File: config.mk
export PLATFORM = sky130hd
export DESIGN_NAME = alu_scheduler
export DESIGN_NICKNAME = d
export VERILOG_FILES = /design/src/rtl/alu_scheduler.sv
export SDC_FILE = /design/constraint.sdc
export NUM_CORES = 1
export LEC_CHECK = 0
export ABC_AREA = 1
export BUFFER_PORTS_ARGS = -buffer_cell sky130_fd_sc_hd__buf_2
export CORE_MARGIN = 2
export CORE_UTILIZATION = 43
export CTS_BUF_LIST = sky130_fd_sc_hd__clkbuf_16
export CTS_CLUSTER_SIZE = 25
export DETAILED_ROUTE_END_ITERATION = 16
export PLACE_DENSITY = 0.78
export RECOVER_POWER = 100
export REMOVE_ABC_BUFFERS = 1
export SKIP_CTS_REPAIR_TIMING = 1
export SLEW_MARGIN = 25
export SYNTH_ARGS = -nofsm -noshare
export SYNTH_HDL_FRONTEND = slang
export SYNTH_SLANG_ARGS = --single-unit
File: constraint.sdc
create_clock -name clk_i -period 2.1 [get_ports clk_i]
set_clock_uncertainty 0.05 [all_clocks]
set_input_delay 0.105 -clock clk_i [delete_from_list [all_inputs] [get_ports clk_i]]
set_output_delay 0.105 -clock clk_i [all_outputs]
set_load 0.01 [all_outputs]
File: src/rtl/alu_scheduler.sv
// alu_scheduler: arbitrates two requesters onto one registered external ALU.
// Illegal or divide-by-zero operations are answered directly with an error response
// and never reach the ALU.
module alu_scheduler #(
    parameter int unsigned WIDTH = 32
) (
    input  logic             clk_i,
    input  logic             rst_ni,

    input  logic             req0_valid_i,
    output logic             req0_ready_o,
    input  logic [3:0]       req0_op_i,
    input  logic [WIDTH-1:0] req0_a_i,
    input  logic [WIDTH-1:0] req0_b_i,

    input  logic             req1_valid_i,
    output logic             req1_ready_o,
    input  logic [3:0]       req1_op_i,
    input  logic [WIDTH-1:0] req1_a_i,
    input  logic [WIDTH-1:0] req1_b_i,

    output logic             resp0_valid_o,
    input  logic             resp0_ready_i,
    output logic             resp1_valid_o,
    input  logic             resp1_ready_i,
    output logic [WIDTH-1:0] resp_data_o,
    output logic             resp_zr_o,
    output logic             resp_neg_o,
    output logic             resp_err_o,

    output logic [3:0]       alu_ctrl_o,
    output logic [WIDTH-1:0] alu_in1_o,
    output logic [WIDTH-1:0] alu_in2_o,
    input  logic [WIDTH-1:0] alu_out_i,
    input  logic             alu_zr_i,
    input  logic             alu_neg_i,

    output logic             busy_o
);

    typedef enum logic [1:0] {StIdle, StIssue, StWait, StResp} state_e;

    state_e             state_q, state_d;
    logic               owner_q, owner_d;
    logic               last_grant_q, last_grant_d;
    logic [3:0]         alu_ctrl_q, alu_ctrl_d;
    logic [WIDTH-1:0]   alu_in1_q, alu_in1_d;
    logic [WIDTH-1:0]   alu_in2_q, alu_in2_d;
    logic [WIDTH-1:0]   resp_data_q, resp_data_d;
    logic               resp_zr_q, resp_zr_d;
    logic               resp_neg_q, resp_neg_d;
    logic               resp_err_q, resp_err_d;

    logic               any_valid;
    logic               grant;
    logic [3:0]         sel_op;
    logic [WIDTH-1:0]   sel_a;
    logic [WIDTH-1:0]   sel_b;
    logic               op_legal;
    logic               div_zero;
    logic               op_ok;
    logic               is_idle;
    logic               resp_fire;

    // Round-robin grant: on a tie the requester not served last wins.
    always_comb begin
        any_valid = req0_valid_i | req1_valid_i;
        grant     = (req0_valid_i & req1_valid_i) ? ~last_grant_q : req1_valid_i;
        sel_op    = grant ? req1_op_i : req0_op_i;
        sel_a     = grant ? req1_a_i  : req0_a_i;
        sel_b     = grant ? req1_b_i  : req0_b_i;
    end

    // Decode legality of the granted operation; divide/modulo by zero is rejected too.
    always_comb begin
        case (sel_op)
            4'd0, 4'd1, 4'd2, 4'd4, 4'd5, 4'd6, 4'd7, 4'd8, 4'd9: op_legal = 1'b1;
            default:                                             op_legal = 1'b0;
        endcase
        div_zero = ((sel_op == 4'd5) || (sel_op == 4'd6)) && (sel_b == '0);
        op_ok    = op_legal & ~div_zero;
    end

    // Handshake outputs; ready is only ever offered in IDLE and only to the grantee.
    always_comb begin
        is_idle       = (state_q == StIdle);
        req0_ready_o  = is_idle & any_valid & ~grant;
        req1_ready_o  = is_idle & any_valid & grant;
        resp0_valid_o = (state_q == StResp) & ~owner_q;
        resp1_valid_o = (state_q == StResp) & owner_q;
        resp_fire     = (state_q == StResp) & (owner_q ? resp1_ready_i : resp0_ready_i);
    end

    // Next-state logic for the sequencing FSM and its datapath registers.
    always_comb begin
        state_d      = state_q;
        owner_d      = owner_q;
        last_grant_d = last_grant_q;
        alu_ctrl_d   = alu_ctrl_q;
        alu_in1_d    = alu_in1_q;
        alu_in2_d    = alu_in2_q;
        resp_data_d  = resp_data_q;
        resp_zr_d    = resp_zr_q;
        resp_neg_d   = resp_neg_q;
        resp_err_d   = resp_err_q;
        case (state_q)
            StIdle: begin
                if (any_valid) begin
                    owner_d      = grant;
                    last_grant_d = grant;
                    if (op_ok) begin
                        alu_ctrl_d = sel_op;
                        alu_in1_d  = sel_a;
                        alu_in2_d  = sel_b;
                        state_d    = StIssue;
                    end else begin
                        // Rejected: ALU operands untouched, answer straight away.
                        resp_data_d = '0;
                        resp_zr_d   = 1'b0;
                        resp_neg_d  = 1'b0;
                        resp_err_d  = 1'b1;
                        state_d     = StResp;
                    end
                end
            end
            // One cycle for the ALU to register stable operands.
            StIssue: state_d = StWait;
            StWait: begin
                resp_data_d = alu_out_i;
                resp_zr_d   = alu_zr_i;
                resp_neg_d  = alu_neg_i;
                resp_err_d  = 1'b0;
                state_d     = StResp;
            end
            StResp: begin
                if (resp_fire) begin
                    state_d = StIdle;
                end
            end
            default: state_d = StIdle;
        endcase
    end

    // State and datapath registers; reset aborts any in-flight operation.
    always_ff @(posedge clk_i or negedge rst_ni) begin
        if (!rst_ni) begin
            state_q      <= StIdle;
            owner_q      <= 1'b0;
            last_grant_q <= 1'b1;
            alu_ctrl_q   <= '0;
            alu_in1_q    <= '0;
            alu_in2_q    <= '0;
            resp_data_q  <= '0;
            resp_zr_q    <= 1'b0;
            resp_neg_q   <= 1'b0;
            resp_err_q   <= 1'b0;
        end else begin
            state_q      <= state_d;
            owner_q      <= owner_d;
            last_grant_q <= last_grant_d;
            alu_ctrl_q   <= alu_ctrl_d;
            alu_in1_q    <= alu_in1_d;
            alu_in2_q    <= alu_in2_d;
            resp_data_q  <= resp_data_d;
            resp_zr_q    <= resp_zr_d;
            resp_neg_q   <= resp_neg_d;
            resp_err_q   <= resp_err_d;
        end
    end

    assign alu_ctrl_o  = alu_ctrl_q;
    assign alu_in1_o   = alu_in1_q;
    assign alu_in2_o   = alu_in2_q;
    assign resp_data_o = resp_data_q;
    assign resp_zr_o   = resp_zr_q;
    assign resp_neg_o  = resp_neg_q;
    assign resp_err_o  = resp_err_q;
    assign busy_o      = ~is_idle;

endmodule

==> flow_summary.json, run 1 <==
{
  "synthTopCellsByArea": "dfrtp_1 (44%), nand2_1 (26%), nand4_1 (7.0%)",
  "hold_path_end": "resp_data_o[20]",
  "syn_to_final_growth_pct": 45.4,
  "place.gp.congestion": 0.866,
  "r2r_start": "last_grant_q",
  "pre_cts_ws_ns": -0.351,
  "insertion_delay_ns": 0.34,
  "drive_gt1_share_pct": 28.3,
  "ys_ff_latch": 107,
  "power_density_mw_per_mm2": 1190,
  "synth_most_common_cell": "nand2_1",
  "num_vias": 6975,
  "nets": 1376,
  "cp-end-kind": "register",
  "drt-pass1-iter-count": 6,
  "failed_checks": "setup timing",
  "p_int_w": 0.00587,
  "routed_via_density": 5.04,
  "avgSynthCellArea_sq_um": 6.88,
  "worst_pin_slew_ns": 0.882,
  "fin_util_pct": 63.8,
  "port_buffers": 283,
  "status": "complete, but fails checks",
  "period_minus_slack_ns": 2.40,
  "h-tree-depth": 3,
  "core_sq_mm": 0.0138,
  "track_usage_pct": 24.2,
  "ir_drop_mv": 0.482,
  "die_area_sq_mm": 0.0151,
  "antenna_found_initial": 1,
  "clock_sinks": 107,
  "drc_errors": 0,
  "swShare_pct": 44.1,
  "synth_edf_count": 0,
  "seq_power_share_pct": 32.7,
  "worstReg2RegEnd": "alu_in2_o[21]",
  "p_comb_share_pct": 51.1,
  "yosysUniqueCellTypes": 23,
  "leakagePower_nw": 5.20,
  "ios": 284,
  "hp-start": "alu_out_i[20]",
  "p_clk_share_pct": 16.2,
  "maxCapViolCount": 0,
  "yosys_most_used_dff": "dfrtp_1",
  "reg2regPathDepth": 12,
  "synth_top_area_share_pct": 43.7,
  "setup_viol_count_final": 104,
  "initial_core_util_pct": 43.9,
  "grt_pass1_vias": 6101,
  "overflow": 0,
  "synth_commonest_cells": "nand2_1 (428), inv_1 (111), dfrtp_1 (106), nand4_1 (68), nand3_1 (40)",
  "crit_arrival_ns": 2.58,
  "rows": 43,
  "hold_path_class": "input port to register",
  "synth_area_leader_cell": "dfrtp_1",
  "dp_hpwl_mm": 13.8,
  "cts_tree": "built",
  "clkTransAtPathRegs_ns": 0.07,
  "final.setup.worst_slack_ns": -0.296,
  "critPathKind": "register to register",
  "post_drt_wl_per_cell_um": 15.1,
  "ys_seq_area_share_pct": 44.1,
  "async_flop_share_pct": 100,
  "die_height_um": 123,
  "wl_mm": 20.9,
  "slew_headroom_pct": 41.2,
  "total_power_w": 0.0105,
  "max_freq_mhz": 417,
  "grt_pass1_wl_mm": 29.1,
  "r2r_slack_ns": -0.30,
  "slew_viol_final": 0,
  "syn-cell-area_sq_mm": 0.00607,
  "hold_path_depth": 5,
  "final_antenna_net_count": 0,
  "startpoint_type": "register",
  "hold_viol": 0,
  "grt_max_degree": 70,
  "syn-instance-count": 883,
  "drtIter0Drc": 443,
  "cp.required_ns": 2.28,
  "rsz0062_at_grt": "true",
  "die_x_um": 123,
  "cts_buffer_depth": 2,
  "cts_made_buffers": 9,
  "power.switching_w": 0.00463,
  "cts-root-buf": "clkbuf_16",
  "post-route-period-util_pct": 114,
  "cp_max_fo": 25,
  "synth_warnings": 0
}
## metal layers
metal	routed length, um	GRT usage (%)
met2	10400	41.6
met5	0	0
met3	1680	4.37
met1	8220	31.0
met4	546	7.40
## area by class of cell
| type | instances | area [sq um] |
|---|---|---|
| Inverter | 113 | 427 |
| Multi-Input combinational cell | 607 | 3020 |
| Timing Repair Buffer | 359 | 2180 |
| Sequential cell | 107 | 2680 |
| Fill cell | 1248 | 5000 |
| Clock buffer | 9 | 225 |
| Clock inverter | 7 | 67.6 |
| Antenna cell | 1 | 2.50 |
| Tap cell | 180 | 225 |
## placed cells by master, fill, tap and decap left out, drive strengths merged
master / count
clkbuf: 131
ha: 3
dlygate4sd3: 1
clkinvlp: 1
nand3: 42
nor2: 21
nand3b: 21
nand4: 68
nand2: 434
clkinv: 3
dfstp: 1
dfrtp: 106
nor3: 3
o21ai: 13
bufinv: 1
buf: 236
o211a: 1
diode: 1
inv: 115
or2: 1
## power by group through the flow
stage | Combinational [W] | Clock (W) | Sequential, W
global route | 0.00589 | 0.00181 | 0.00352
detailed placement | 0.00474 | 0 | 0.00338
global placement | 0.00460 | 0 | 0.00339
floorplan | 0.00218 | 0 | 0.00368
finish | 0.00536 | 0.00170 | 0.00344
CTS | 0.00474 | 0.00172 | 0.00337
## kinds of logic (layout without fill, tap and decap cells)
group | count (synthesis) | after routing | share of synthesized area, %
and+or+nand+nor | 588 | 590 | 41.9
AOI/OAI and AO/OA | 14 | 14 | 1.24
DFF | 107 | 107 | 44.1
adders and majority gates | 3 | 3 | 0.618
buffers and inverters | 171 | 488 | 12.1
other | 0 | 1 | 0
## metrics by stage
step           hold WS (ns)  setup TNS [ns]  instance area, sq um  std cells
2_1_floorplan        -0.241         -252.56                  5760        825
3_3_place_gp         0.0398          -19.07                  7930       1341
3_5_place_dp         0.0474          -26.47                  7930       1341
4_1_cts              -0.322          -27.97                  8230       1357
5_1_grt              0.0473          -34.89                  8830       1383
6_report             0.0391          -25.12                  8830       1383
## registers in the layout, indices dropped and copies added (netlist names)
signal / cells
last_grant_q: 1
resp_data_o: 32
alu_in2_o: 32
state_q: 2
owner_q: 1
resp_zr_o: 1
resp_err_o: 1
resp_neg_o: 1
alu_in1_o: 32
alu_ctrl_o: 4
## worst max-delay path, cell delays in order, from the launching register on
cell       delay (ns)
dfstp_2          0.57
nand2_4          0.08
buf_6            0.18
nand3_1          0.11
nand2_2          0.09
buf_4            0.15
o21ai_1          0.19
o211a_4          0.28
nand3_4          0.14
buf_12           0.17
clkbuf_16        0.16
nand2_1          0.07
nand2_1          0.05
## worst max-delay path by stage
stage	start	to	slack, ns
4_1_cts	last_grant_q	resp_data_o[26]	-0.37
2_1_floorplan	last_grant_q	alu_ctrl_o[0]	-2.58
3_3_place_gp	last_grant_q	resp_data_o[15]	-0.23
5_1_grt	last_grant_q	resp_data_o[31]	-0.38
3_5_place_dp	last_grant_q	resp_data_o[26]	-0.35
6_report	last_grant_q	alu_in2_o[21]	-0.30
No activity file was read; power rests on OpenSTA's default activity.
==> run 2, diff against run 1 <==
--- a/config.mk
+++ b/config.mk
@@ -13,4 +13,5 @@
 export CTS_CLUSTER_SIZE = 25
 export DETAILED_ROUTE_END_ITERATION = 16
+export MAX_ROUTING_LAYER = met4
 export PLACE_DENSITY = 0.78
 export RECOVER_POWER = 100
--- a/constraint.sdc
+++ b/constraint.sdc
@@ -3,3 +3,3 @@
 set_input_delay 0.105 -clock clk_i [delete_from_list [all_inputs] [get_ports clk_i]]
 set_output_delay 0.105 -clock clk_i [all_outputs]
-set_load 0.01 [all_outputs]
+set_load 0.02 [all_outputs]
==> run 2 against run 1 <==
- the flow still finishes with violations (setup timing)
- fmax up 2.0%
- largest power group unchanged
- sequential share of layout area shrank 0.14 points
- first-iteration DRC count up 7.2%
- register-to-register slack improved by 0.05 ns
- worst hold slack got worse by 0.0030 ns
- worst setup slack improved by 0.047 ns
- combinational power increased by 13%
- critical path depth increased by 1
- cell count is 0.14% lower
- utilization grew 0.30 points
==> flow_summary.json, run 2 (same netlist as run 1, synthesis figures left out) <==
{
  "num_vias": 6931,
  "startpoint_type": "register",
  "path_cells": "nand2_4 > nand2_8 > buf_6 > clkbuf_16 > o21ai_2 > buf_4 > inv_1 > o21ai_1 > o211a_4 > nand3_4 > clkbuf_16 > nand2_2 > nand2_1",
  "cts-root-buf": "clkbuf_16",
  "drt-pass1-iter-count": 5,
  "hold_path_class": "input port to register",
  "maxCapViolCount": 0,
  "swShare_pct": 47.4,
  "max_freq_mhz": 426,
  "power.switching_w": 0.00532,
  "final_common_cell": "nand2_1",
  "place_area_sq_mm": 0.00793,
  "crit_path_frequent_cell": "clkbuf_16",
  "track_usage_pct": 25.0,
  "reg2regPathDepth": 13,
  "wl_mm": 20.9,
  "critical_path.max_stage_delay_ns": 0.39,
  "rsz0062_at_grt": "true",
  "clock_sinks": 107,
  "cp-startpoint": "last_grant_q",
  "initial_core_util_pct": 43.9,
  "worstReg2RegEnd": "alu_in2_o[9]",
  "antenna_found_initial": 1,
  "final_cell_mix": "nand2_1 (365), buf_2 (175), inv_1 (112)",
  "cp_max_fo": 9,
  "setup_viol_count_final": 104,
  "die_area_sq_mm": 0.0151,
  "cts_tree": "built",
  "pre_cts_ws_ns": -0.351,
  "cp.required_ns": 2.28,
  "drtIter0Drc": 475,
  "ir_drop_mv": 0.491,
  "r2r_slack_ns": -0.25,
  "grt_pass1_vias": 6083,
  "holdWs_ns": 0.0360,
  "slew_viol_final": 0,
  "hold_viol": 0,
  "grt_pass1_wl_mm": 29.1,
  "post_drt_wl_per_cell_um": 15.2,
  "insertion_delay_ns": 0.34,
  "dp_hpwl_mm": 13.8,
  "nets": 1374,
  "core_sq_mm": 0.0138,
  "ios": 284,
  "p_comb_share_pct": 54.0,
  "slew_headroom_pct": 42.8,
  "crit_family": "buffers and inverters",
  "leakagePower_nw": 5.19,
  "grt_max_degree": 70,
  "final_antenna_net_count": 0,
  "cts_buffer_depth": 2,
  "worst_pin_slew_ns": 0.858,
  "place.gp.congestion": 0.880,
  "finalInstanceArea_sq_mm": 0.00887,
  "r2r_start": "last_grant_q",
  "cts_made_buffers": 9,
  "endpoint": "alu_in2_o[9]",
  "drc_errors": 0,
  "rows": 43,
  "die_height_um": 123,
  "cp.depth": 13,
  "critPathKind": "register to register",
  "failed_checks": "setup timing",
  "period_minus_slack_ns": 2.35,
  "syn_to_final_growth_pct": 46.0,
  "h-tree-depth": 3,
  "power_density_mw_per_mm2": 1270,
  "clkTransAtPathRegs_ns": 0.07,
  "overflow": 0,
  "cp-end-kind": "register",
  "status": "complete, but fails checks",
  "p_int_w": 0.00590,
  "total_power_w": 0.0112,
  "post-route-period-util_pct": 112,
  "routed_via_density": 5.02,
  "final.setup.worst_slack_ns": -0.249,
  "p_clk_share_pct": 15.1,
  "die_x_um": 123,
  "critPathSlowestCell": "dfstp_2",
  "port_buffers": 283,
  "crit_arrival_ns": 2.53,
  "seq_power_share_pct": 30.9,
  "drive_gt1_share_pct": 30.2,
  "critical_path_buf_inv_count": 5
}
-- run 2: changes by cell type in the layout (fill, tap and decap cells not counted), moves of 2 or more --
| cell | before | now |
|---|---|---|
| buf_6 | 7 | 10 |
| o21ai_2 | 2 | 4 |
| nand2_2 | 38 | 55 |
| buf_4 | 43 | 39 |
| nand3_1 | 37 | 32 |
| nand2_1 | 381 | 365 |
| nand3_2 | 3 | 9 |
-- run 2: worst min-delay path, stage by stage --
cell     delay, ns
buf_2         0.07
nand2_1       0.04
inv_1         0.04
nand3_1       0.07
nand2_1       0.06
-- run 2: stage by stage --
stage          utilization, %  setup TNS [ns]  cells
5_1_grt                  64.1          -35.49   1381
6_report                 64.1          -22.39   1381
2_1_floorplan               -         -252.80    825
3_5_place_dp             57.4          -26.47   1341
4_1_cts                  59.5          -27.97   1357
3_3_place_gp             57.4          -19.07   1341
-- run 2: area by class of cell --
| class | count | area, sq um |
|---|---|---|
| Antenna cell | 1 | 2.50 |
| Multi-Input combinational cell | 608 | 3090 |
| Inverter | 113 | 427 |
| Timing Repair Buffer | 356 | 2160 |
| Clock buffer | 9 | 225 |
| Tap cell | 180 | 225 |
| Clock inverter | 7 | 67.6 |
| Sequential cell | 107 | 2680 |
| Fill cell | 1257 | 4960 |
-- run 2: how the worst min path moves through the flow --
| stage | slack [ns] | depth (start not counted) | end | start |
|---|---|---|---|---|
| 6_report | 0.04 | 5 | resp_data_o[17] | alu_out_i[17] |
| 5_1_grt | 0.04 | 5 | resp_data_o[18] | alu_out_i[18] |
| 4_1_cts | -0.32 | 1 | resp_data_o[15] | rst_ni |
| 3_5_place_dp | 0.05 | 1 | resp_data_o[15] | rst_ni |
| 3_3_place_gp | 0.04 | 1 | resp_data_o[11] | rst_ni |
| 2_1_floorplan | -0.24 | 0 | alu_ctrl_o[0] | rst_ni |
-- run 2: routing by layer --
layer  up-vias  part of all wire [%]  global-route usage (%)
met4         0                   1.8                    6.11
met1      3213                    41                    31.3
met5         -                     0                       -
li1       3361                     -                       -
met3        32                   7.0                    4.88
met2       325                    50                    41.5
-- run 2: power groups by stage --
stage	combinational, W	clock [W]	sequential [W]
2_1_floorplan	0.00220	0	0.00426
5_1_grt	0.00659	0.00183	0.00355
4_1_cts	0.00535	0.00172	0.00337
3_5_place_dp	0.00536	0	0.00338
6_report	0.00606	0.00169	0.00347
3_3_place_gp	0.00521	0	0.00339
==> run 3, diff against run 2 <==
- CORE_UTILIZATION: 43 -> 45
- clock period: 2.1 -> 2.4 ns (I/O delays scaled with it)
==> run 3 against run 2 <==
- the run now ends clean
- sequential power decreased by 15%
- register-to-register slack better by 0.38 ns
- utilization fell by 3.9 points
- sequential share of layout area grew 3.5 points
- final area is 10% lower
- sequential cell count did not move
- routed wire length decreased by 12%
- combinational power down 26%
- count of clock-buffer cells in the layout did not move
- first-iteration DRC count increased by 16%
- clock power decreased by 19%
- total power down 22%
- largest power group unchanged
- highest routed layer unchanged
==> flow_summary.json, run 3 (same netlist as run 1, synthesis figures left out) <==
{
  "initial_core_util_pct": 46.0,
  "die_height_um": 120,
  "cts-root-buf": "clkbuf_16",
  "regArea_sq_mm": 0.00268,
  "cp_max_fo": 17,
  "startpoint_type": "register",
  "routed_via_density": 4.88,
  "rows": 42,
  "rsz0062_at_grt": "false",
  "leakagePower_nw": 4.80,
  "cts_tree": "built",
  "hold_viol": 0,
  "slew_viol_final": 0,
  "place.gp.congestion": 0.907,
  "m1WireLength_mm": 7.82,
  "worst_pin_slew_ns": 1.11,
  "num_vias": 6507,
  "syn_to_final_growth_pct": 30.9,
  "clock_sinks": 107,
  "final_cell_mix": "nand2_1 (428), buf_2 (174), inv_1 (111)",
  "ir_drop_mv": 0.407,
  "fillCellCount": 1312,
  "hold_path_class": "input port to register",
  "dp_hpwl_mm": 13.6,
  "critPathSlowestCell": "dfstp_2",
  "antenna_found_initial": 2,
  "path_cells": "nand2_2 > nand2_4 > buf_12 > nand2_1 > nand2_1 > nand2_1 > nor2_1 > nand2_1 > nor2_4 > nand3_4 > nand2_8 > nand2_4 > nand2_1 > nand2_1",
  "period_minus_slack_ns": 2.26,
  "clkTransAtPathRegs_ns": 0.07,
  "setup_tns_ns": 0,
  "slew_headroom_pct": 26.2,
  "nets": 1330,
  "cp-end-kind": "register",
  "crit_arrival_ns": 2.45,
  "dr_wl_met3_mm": 1.43,
  "post-route-period-util_pct": 94.4,
  "grt_pass1_wl_mm": 28.4,
  "critPathKind": "register to register",
  "drtIter0Drc": 549,
  "drt-pass1-iter-count": 5,
  "h-tree-depth": 3,
  "power_density_mw_per_mm2": 1100,
  "port_buffers": 283,
  "die_area_sq_mm": 0.0144,
  "final.setup.worst_slack_ns": 0.135,
  "grt_max_degree": 45,
  "post_drt_wl_per_cell_um": 13.8,
  "maxCapViolCount": 0,
  "core_sq_mm": 0.0132,
  "final_antenna_net_count": 0,
  "dp.cells": 1313,
  "max_freq_mhz": 442,
  "ios": 284,
  "drive_gt1_share_pct": 20.2,
  "drc_errors": 0,
  "place_area_sq_mm": 0.00771,
  "cp.required_ns": 2.58,
  "finalInstanceArea_sq_mm": 0.00795,
  "final_common_cell": "nand2_1",
  "die_x_um": 120,
  "pre_cts_ws_ns": -0.0102,
  "crit_path_frequent_cell": "nand2_1",
  "status": "complete, no violations",
  "track_usage_pct": 25.3,
  "multiInputGateArea_sq_mm": 0.00273,
  "top_layer": "met4",
  "insertion_delay_ns": 0.34,
  "setup_viol_count_final": 0,
  "overflow": 0,
  "cts_buffer_depth": 2,
  "fin_util_pct": 60.3,
  "stdcell_count": 1334,
  "cts_made_buffers": 9,
  "grt_pass1_vias": 5674,
  "met2_length_mm": 8.79,
  "critical_path.max_stage_delay_ns": 0.54,
  "wl_mm": 18.4,
  "r2r_slack_ns": 0.14
}
-- run 3: power breakdown --
part / switching [W] / internal [W] / leakage (nW)
sequential: 0.000432 / 0.00253 / 1.37
clock: 0.000669 / 0.000699 / 0.126
combinational: 0.00311 / 0.00134 / 3.31
total: 0.00422 / 0.00457 / 4.80
-- run 3: path summary, 6_finish.rpt --
check                           cells past startpoint     startpoint              end
worst max-delay path                               14   last_grant_q   resp_data_o[8]
worst min-delay path                                5  alu_out_i[27]  resp_data_o[27]
worst max register to register                     14   last_grant_q   resp_data_o[8]
worst min register to register                      2  alu_in2_o[13]    alu_in2_o[13]
max in group asynchronous                           3         rst_ni    alu_ctrl_o[2]
min in group asynchronous                           2         rst_ni       resp_neg_o
-- run 3: layout make-up --
cell class | instances | share of cell area (%)
Multi-Input combinational cell | 606 | 34.4
Sequential cell | 107 | 33.7
Timing Repair Buffer | 314 | 20.3
Inverter | 113 | 5.37
Clock buffer | 9 | 2.83
Tap cell | 176 | 2.77
Clock inverter | 7 | 0.567
Antenna cell | 2 | 0.0630
-- run 3: routing by layer --
| layer | global-route usage, % | vias up |
|---|---|---|
| met5 | - | - |
| met4 | 7.06 | 0 |
| met3 | 4.66 | 28 |
| met2 | 39.1 | 313 |
| met1 | 34.3 | 2892 |
| li1 | - | 3274 |
-- run 3: critical path: cells and delay by family, from the launching register on --
family        cells  cell delay, ns
simple gates     13            1.40
buf+inv           1            0.15
flops             1            0.54
-- run 3: through the flow --
stage,hold WS [ns],power (W)
2_1_floorplan,-0.226,0.00565
3_3_place_gp,0.0487,0.00741
3_5_place_dp,0.0462,0.00749
4_1_cts,-0.325,0.00887
5_1_grt,0.0596,0.00946
6_report,0.0454,0.00878
